===== src/rtl/nibble_serial_add_ctrl.sv =====
// nibble_serial_add_ctrl
//   Serial WIDTH-bit add/subtract sequencer. One 4-bit ripple slice is reused
//   once per clock, LSB nibble first. Operands come in over a valid/ready
//   handshake. The result goes out over a valid/ready handshake.
//
// Ports
//   clk        system clock, rising edge
//   rst_n      synchronous active-low reset
//   in_valid   requester presents an operation
//   in_ready   controller is idle and can accept an operation
//   op         0 = add (a+b+cin), 1 = subtract (a-b, cin ignored)
//   a, b       operands (WIDTH bits)
//   cin        carry-in for add
//   out_valid  result valid (DONE)
//   out_ready  consumer accepts the result
//   sum        result (WIDTH bits), registered
//   cout       final carry; for subtract 1 = no borrow
//   busy       operation in flight or result pending
module nibble_serial_add_ctrl #(
  parameter int unsigned WIDTH = 16
) (
  input  logic             clk,
  input  logic             rst_n,
  input  logic             in_valid,
  output logic             in_ready,
  input  logic             op,
  input  logic [WIDTH-1:0] a,
  input  logic [WIDTH-1:0] b,
  input  logic             cin,
  output logic             out_valid,
  input  logic             out_ready,
  output logic [WIDTH-1:0] sum,
  output logic             cout,
  output logic             busy
);

  localparam int unsigned NIB = WIDTH / 4;
  localparam int unsigned CW  = (NIB > 1) ? $clog2(NIB) : 1;

  typedef enum logic [1:0] {
    IDLE = 2'd0,
    RUN  = 2'd1,
    DONE = 2'd2
  } state_t;

  state_t state_q, state_d;

  logic [WIDTH-1:0] a_q, b_q, sum_q;
  logic             c_q, cout_q;
  logic [CW-1:0]    n_q;

  logic [3:0] nib_a, nib_b, slice_s;
  logic [4:0] carry;
  logic       slice_c;
  logic       last;

  assign last = (n_q == CW'(NIB - 1));

  // Select the operand nibbles addressed by the counter.
  always_comb begin
    nib_a = '0;
    nib_b = '0;
    for (int unsigned i = 0; i < NIB; i++) begin
      if (n_q == CW'(i)) begin
        nib_a = a_q[4*i +: 4];
        nib_b = b_q[4*i +: 4];
      end
    end
  end

  // 4-bit ripple-carry slice; purely combinational.
  always_comb begin
    carry    = '0;
    slice_s  = '0;
    carry[0] = c_q;
    for (int unsigned i = 0; i < 4; i++) begin
      slice_s[i]  = nib_a[i] ^ nib_b[i] ^ carry[i];
      carry[i+1]  = (nib_a[i] & nib_b[i]) | (carry[i] & (nib_a[i] ^ nib_b[i]));
    end
    slice_c = carry[4];
  end

  always_ff @(posedge clk) begin
    if (!rst_n) state_q <= IDLE;
    else        state_q <= state_d;
  end

  always_comb begin
    state_d   = state_q;
    in_ready  = 1'b0;
    out_valid = 1'b0;
    busy      = 1'b0;
    case (state_q)
      IDLE: begin
        in_ready = 1'b1;
        if (in_valid) state_d = RUN;
      end
      RUN: begin
        busy = 1'b1;
        if (last) state_d = DONE;
      end
      DONE: begin
        busy      = 1'b1;
        out_valid = 1'b1;
        if (out_ready) state_d = IDLE;
      end
      default: state_d = IDLE;
    endcase
  end

  always_ff @(posedge clk) begin
    if (!rst_n) begin
      a_q    <= '0;
      b_q    <= '0;
      c_q    <= 1'b0;
      n_q    <= '0;
      sum_q  <= '0;
      cout_q <= 1'b0;
    end else begin
      case (state_q)
        IDLE: begin
          if (in_valid) begin
            a_q    <= a;
            // Subtract is a + ~b + 1, so invert b here and force carry-in.
            b_q    <= op ? ~b : b;
            c_q    <= op | cin;
            n_q    <= '0;
            sum_q  <= '0;
            cout_q <= 1'b0;
          end
        end
        RUN: begin
          for (int unsigned i = 0; i < NIB; i++) begin
            if (n_q == CW'(i)) sum_q[4*i +: 4] <= slice_s;
          end
          c_q <= slice_c;
          if (last) begin
            n_q    <= '0;
            cout_q <= slice_c;
          end else begin
            n_q <= n_q + 1'b1;
          end
        end
        default: ;
      endcase
    end
  end

  assign sum  = sum_q;
  assign cout = cout_q;

endmodule


===== config.mk =====
export PLATFORM = sky130hd
export DESIGN_NAME = nibble_serial_add_ctrl
export DESIGN_NICKNAME = d
export VERILOG_FILES = /design/src/rtl/nibble_serial_add_ctrl.sv
export SDC_FILE = /design/constraint.sdc
export NUM_CORES = 1
export LEC_CHECK = 0
export BUFFER_PORTS_ARGS = -buffer_cell sky130_fd_sc_hd__buf_2
export CAP_MARGIN = 40
export CORE_ASPECT_RATIO = 2
export CORE_MARGIN = 1.5
export CORE_UTILIZATION = 49
export CTS_CLUSTER_DIAMETER = 120
export DETAILED_ROUTE_END_ITERATION = 10
export GPL_TIMING_DRIVEN = 0
export PLACE_DENSITY = 0.86
export SYNTH_ARGS = -nofsm -noshare
export SYNTH_HDL_FRONTEND = slang
export SYNTH_SLANG_ARGS = --single-unit
export TNS_END_PERCENT = 10

===== constraint.sdc =====
create_clock -name clk -period 3.1 [get_ports clk]
set_input_delay 0.155 -clock clk [delete_from_list [all_inputs] [get_ports clk]]
set_output_delay 0.155 -clock clk [all_outputs]
set_load 0.05 [all_outputs]

After elaboration in Yosys (flattened, before gate mapping)
Index checks and enable logic that the tools add are counted.
{"block": "totals", "regBits": 54, "wordCells": 85, "output_inout_bits": 20, "in_bits": 38}
{"block": "op_classes", "n_eq_ne": 11, "muxes": 30, "n_bitwise": 22, "reduce_logical": 11, "add_sub_neg": 1}
{"op": "$mux W4", "count": 12}
{"op": "$mux W16", "count": 2}
{"op": "$pmux W16 S2", "count": 1}
{"op": "$not A16 Y16", "count": 1}
{"op": "$reduce_and A3 Y1", "count": 5}
{"op": "$ne A2 B2 Y1 const B", "count": 6}
{"op": "$mux W2", "count": 5}
{"op": "$and A1 B1 Y1", "count": 8}
{"op": "$xor A1 B1 Y1", "count": 8}
{"op": "$eq A2 B2 Y1 const B", "count": 3}
{"op": "$mux W1", "count": 6}
{"op": "$pmux W2 S3", "count": 1}
{"op": "$or A1 B1 Y1", "count": 5}
{"op": "$eq A2 B1 Y1 const B", "count": 2}
{"op": "$logic_not A2 Y1", "count": 2}
{"op": "$pmux W1 S2", "count": 2}
{"op": "$pmux W2 S2", "count": 1}
{"op": "$reduce_and A2 Y1", "count": 2}
{"op": "$add A2 B1 Y2 const B", "count": 1}
{"op": "$reduce_bool A2 Y1", "count": 1}
{"op": "$reduce_or A2 Y1", "count": 1}

Depth between registers and ports, before layout
{"block": "logic_depth", "ltp_word": 16, "depth_mapped": 15}

Worst setup path after synthesis
No wires, ideal clock.
{"block": "synth_path", "path_kind": "register to register", "start": "reg n_q[0]", "end": "reg sum_q[11] (netlist: sum[11])", "n_path_buf": 2, "setup_time_ns": 0.072, "arrival_time_ns": 3.078, "path_slack_ns": -0.049, "stages_incl_launch_ff": 15, "required_time_ns": 3.028, "path_cell_list": "dfxtp_1 > inv_1 > ha_1 > clkbuf_1 > clkbuf_1 > a21oi_1 > a22o_1 > fa_1 > inv_1 > fa_1 > inv_1 > fa_1 > fa_1 > nand3_1 > mux2i_1"}
{"block": "synth_via", "elab_chain_len": 15}
{"item": "from (decl)", "line_no": "50", "rtl": "logic [CW-1:0] n_q;"}
{"item": "from (signal assigned)", "line_no": "141", "rtl": "n_q <= n_q + 1'b1;"}
{"item": "$logic_not A2 Y1", "line_no": "64", "rtl": "if (n_q == CW'(i)) begin"}
{"item": "$mux W4 (4 in a row)", "line_no": "64"}
{"item": "$xor A1 B1 Y1", "line_no": "78", "rtl": "carry[i+1] = (nib_a[i] & nib_b[i]) | (carry[i] & (nib_a[i] ^ nib_b[i]));"}
{"item": "$and A1 B1 Y1", "line_no": "78"}
{"item": "$or A1 B1 Y1", "line_no": "78"}
{"item": "$and A1 B1 Y1", "line_no": "78"}
{"item": "$or A1 B1 Y1", "line_no": "78"}
{"item": "$and A1 B1 Y1", "line_no": "78"}
{"item": "$or A1 B1 Y1", "line_no": "78"}
{"item": "$xor A1 B1 Y1", "line_no": "77", "rtl": "slice_s[i] = nib_a[i] ^ nib_b[i] ^ carry[i];"}
{"item": "$mux W4", "line_no": "134", "rtl": "if (n_q == CW'(i)) sum_q[4*i +: 4] <= slice_s;"}
{"item": "$pmux W16 S2", "line_no": "120", "rtl": "case (state_q)"}
{"item": "to (signal, indexed assignment)", "line_no": "134"}
{"item": "to (decl)", "line_no": "48", "rtl": "logic [WIDTH-1:0] a_q, b_q, sum_q;"}
Several ways; a longest one is shown, not always the timed one. The select of a mux whose other input is x is not followed.
A chain may end at the register's enable or synchronous reset.

Worst setup path in the final report
{"block": "layout_path", "start": "reg n_q[1]", "end": "reg sum_q[3] (netlist: sum[3])"}
{"block": "layout_via", "elab_chain_len": 15}
{"item": "$logic_not A2 Y1", "line_no": "64, 134"}
{"item": "$mux W4 (4 in a row)", "line_no": "64"}
{"item": "$xor A1 B1 Y1", "line_no": "78"}
{"item": "$and A1 B1 Y1", "line_no": "78"}
{"item": "$or A1 B1 Y1", "line_no": "78"}
{"item": "$and A1 B1 Y1", "line_no": "78"}
{"item": "$or A1 B1 Y1", "line_no": "78"}
{"item": "$and A1 B1 Y1", "line_no": "78"}
{"item": "$or A1 B1 Y1", "line_no": "78"}
{"item": "$xor A1 B1 Y1", "line_no": "77"}
{"item": "$mux W4", "line_no": "134"}
{"item": "$pmux W16 S2", "line_no": "120"}
Several ways; a longest one is shown, not always the timed one. The select of a mux whose other input is x is not followed.

==> flow_metrics.env <==
export IMPL_outcome="complete, no violations"
export IMPL_core_region_area_um2=5180
export IMPL_synth_seq_cells=54
export IMPL_grt_pass1_wl_um=9580
export IMPL_hold_viol=0
export IMPL_grtUsageTotal_pct=20.7
export IMPL_synth_distinct_cells=32
export IMPL_start_util_pct=51.6
export IMPL_cts_buffer_depth=2
export IMPL_synth_area_leaders="dfxtp_1, nand2_1, o211a_1"
export IMPL_placed_cells=417
export IMPL_drc=0
export IMPL_hold_path_class="in2reg"
export IMPL_fin_crit_sh_pct=96.7
export IMPL_path_buf_inv=4
export IMPL_ios=58
export IMPL_crit_path_top_delay_cell="fa_1"
export IMPL_finish_utilization_pct=63.6
export IMPL_wirelength_um=6110
export IMPL_r2r_end="sum[3]"
export IMPL_async_flop_share_pct=0
export IMPL_yosys_top_cells_count="nand2_1, dfxtp_1, inv_1"
export IMPL_path_clk_slew_ns=0.09
export IMPL_fin_cells=430
export IMPL_first_global_vias=2122
export IMPL_synth_net_count=352
export IMPL_worst_slew_pin_slew_ns=0.469
export IMPL_gp_congestion=0.837
export IMPL_endpoint_kind="flop"
export IMPL_antenna_found_initial=0
export IMPL_design_die_area_um2=5940
export IMPL_fin_ws_ns=0.102
export IMPL_synth_edf_count=0
export IMPL_drt_iter0_drc=32
export IMPL_place_ws_ns=-0.457
export IMPL_synth_most_common_cell="nand2_1"
export IMPL_grt_overflow=0
export IMPL_period_needed_ns=3.00
export IMPL_drive_gt1_share_pct=26.6
export IMPL_fmax_mhz=334
export IMPL_r2r_setup_slack_ns=0.10
export IMPL_first_pass_iters=4
export IMPL_relSlewSlack_pct=68.8
export IMPL_cts_buffers_inserted=5
export IMPL_yosys_area_top_type="dfxtp_1"
export IMPL_area_delta_synth_final_pct=23.1
export IMPL_critical_path_top_delay_family="adder cells"
export IMPL_design_area_um2=3300
export IMPL_maxCapViolCount=0
export IMPL_h_tree_depth=2
export IMPL_cp_num_cells=13
export IMPL_crit_end="sum[3]"
export IMPL_port_buffers=56
export IMPL_skew_ns=0.00749
export IMPL_cp_common_cell="fa_2"
export IMPL_placed_area_um2=3030
export IMPL_synth_seq_area_share_pct=40.4
export IMPL_power_density_nw_per_um2=733
export IMPL_r2r_start="n_q[1]"
export IMPL_yosys_warnings=0
export IMPL_path_cells="inv_4, ha_4, buf_6, o21ai_0, a22o_1, fa_2, inv_1, fa_2, inv_1, fa_2, fa_1, nand3_2, mux2i_1"
export IMPL_rows=37
export IMPL_cp_arrival_ns=3.25
export IMPL_path_max_fanout=8
export IMPL_finalNetCount=421
export IMPL_synth_main_ff_cell="dfxtp_1"
export IMPL_syn_inst=303
export IMPL_die_width_um=55.3
export IMPL_syn_cell_area_um2=2680
export IMPL_vdd_drop_max_uv=639
export IMPL_wl_per_cell_um=14.2
export IMPL_synth_top_area_share_pct=40.4
export IMPL_p_leak_nw=1.54
export IMPL_clock_sinks=54
export IMPL_cts_tree="built"
export IMPL_vias=2273
export IMPL_drv_slew=0
export IMPL_clk_insertion_delay_late_ns=0.32
export IMPL_required_ns=3.35
export IMPL_grt_max_degree=17
export IMPL_fill_cells=434
export IMPL_finalSetupViolCount=0
export IMPL_ant_nets=0
export IMPL_reg2reg_depth=13
export IMPL_fp_dieH_um=108
export IMPL_hpwlAfterDp_um=4590
export IMPL_synth_area_per_cell_um2=8.84
export IMPL_max_stage_delay_ns=0.57
export IMPL_critPathLaunchType="flop"
export IMPL_drt_vias_per_instance=5.29
export IMPL_holdWs_ns=0.0794
export IMPL_crit_start="n_q[1]"
export IMPL_cts_root_buffer="clkbuf_8"
export IMPL_insertedDiodeCount=0
export IMPL_path_class="reg2reg"
==> area by class of cell <==
class / count / area [um2] / area share [%]
Tap cell: 58 / 72.6 / 2.20
Buffer: 19 / 123 / 3.72
Inverter: 21 / 83.8 / 2.54
Clock inverter: 2 / 38.8 / 1.18
Sequential cell: 54 / 1090 / 33.0
Multi-Input combinational cell: 206 / 1470 / 44.7
Clock buffer: 5 / 68.8 / 2.09
Timing Repair Buffer: 65 / 348 / 10.6
==> cell families (layout without fill, tap and decap cells) <==
kind of cell / Yosys count / in the layout / share of synthesized area [%]
AOI/OAI and AO/OA: 78 / 78 / 22.5
xor gates and xnor gates: 16 / 16 / 5.23
adders and majority gates: 11 / 11 / 6.26
buffers and inverters: 43 / 112 / 6.59
DFF: 54 / 54 / 40.4
muxes: 15 / 15 / 6.07
and+or+nand+nor: 86 / 86 / 12.9
==> where the power goes <==
part	total (mW)	switching, mW	internal (mW)
logic	1.04	0.642	0.398
clock network	0.465	0.228	0.238
registers	0.910	0.0854	0.825
==> flip-flops by register name (all words and copies together) (netlist names) <==
name,count
a_q,16
b_q,16
c_q,1
cout,1
n_q,2
state_q,2
sum,16
==> layout by cell type, fill, tap and decap left out, types with 2 or more instances in the layout <==
cell      Yosys  routed
a32oi_1       2       2
dfxtp_1      54      52
o21ai_0       8       7
a21oi_1      16      16
xnor2_1      16      16
nand2_1      74      74
a21boi_0     16      16
nor2b_1       3       3
buf_4         2      11
o211a_1      16      16
clkbuf_8      0       5
buf_2         6      61
nand3_1       4       3
ha_4          0       3
buf_6         0       2
a22oi_1       2       2
inv_1        21      19
fa_2          0       3
dfxtp_4       0       2
ha_1          7       3
inv_4         0       2
mux2i_1      14      14
buf_8         0       2
clkbuf_1     13       8
a22o_1       11      11
a21oi_4       2       2
==> timing repair <==
item,4_1_cts,5_1_grt
resized for setup,16,18
setup buffers,0,9
hold buffers,0,0
cloned,0,0
endpoints found under the setup margin,9,5
pin swaps,0,4
==> tightest hold or removal path: stages <==
cell and delay [ns]:
buf_2 0.09, nand2_1 0.04, a21boi_0 0.06
==> stage by stage <==
step           setup TNS, ns  power (mW)
3_5_place_dp           -2.34        1.89
3_3_place_gp           -1.77        1.86
5_1_grt             -0.00369        2.55
6_report                   0        2.42
2_1_floorplan              0        1.66
4_1_cts                    0        2.37
==> worst min path at each step <==
stage	depth (start not counted)	slack, ns	start	to
6_report	3	0.08	a[6]	a_q[6]
5_1_grt	3	0.09	a[5]	a_q[5]
4_1_cts	3	0.08	a[6]	a_q[6]
3_5_place_dp	3	0.42	a[6]	a_q[6]
3_3_place_gp	3	0.41	a[3]	a_q[3]
2_1_floorplan	2	0.30	a[0]	a_q[0]
==> layer usage <==
layer | global-route usage [%] | share of wire (%)
met4 | 11.3 | 3.2
met5 | 0 | 0
met2 | 40.1 | 55
met1 | 19.7 | 37
met3 | 4.09 | 4.1
Power figures use the tool's default switching activity.
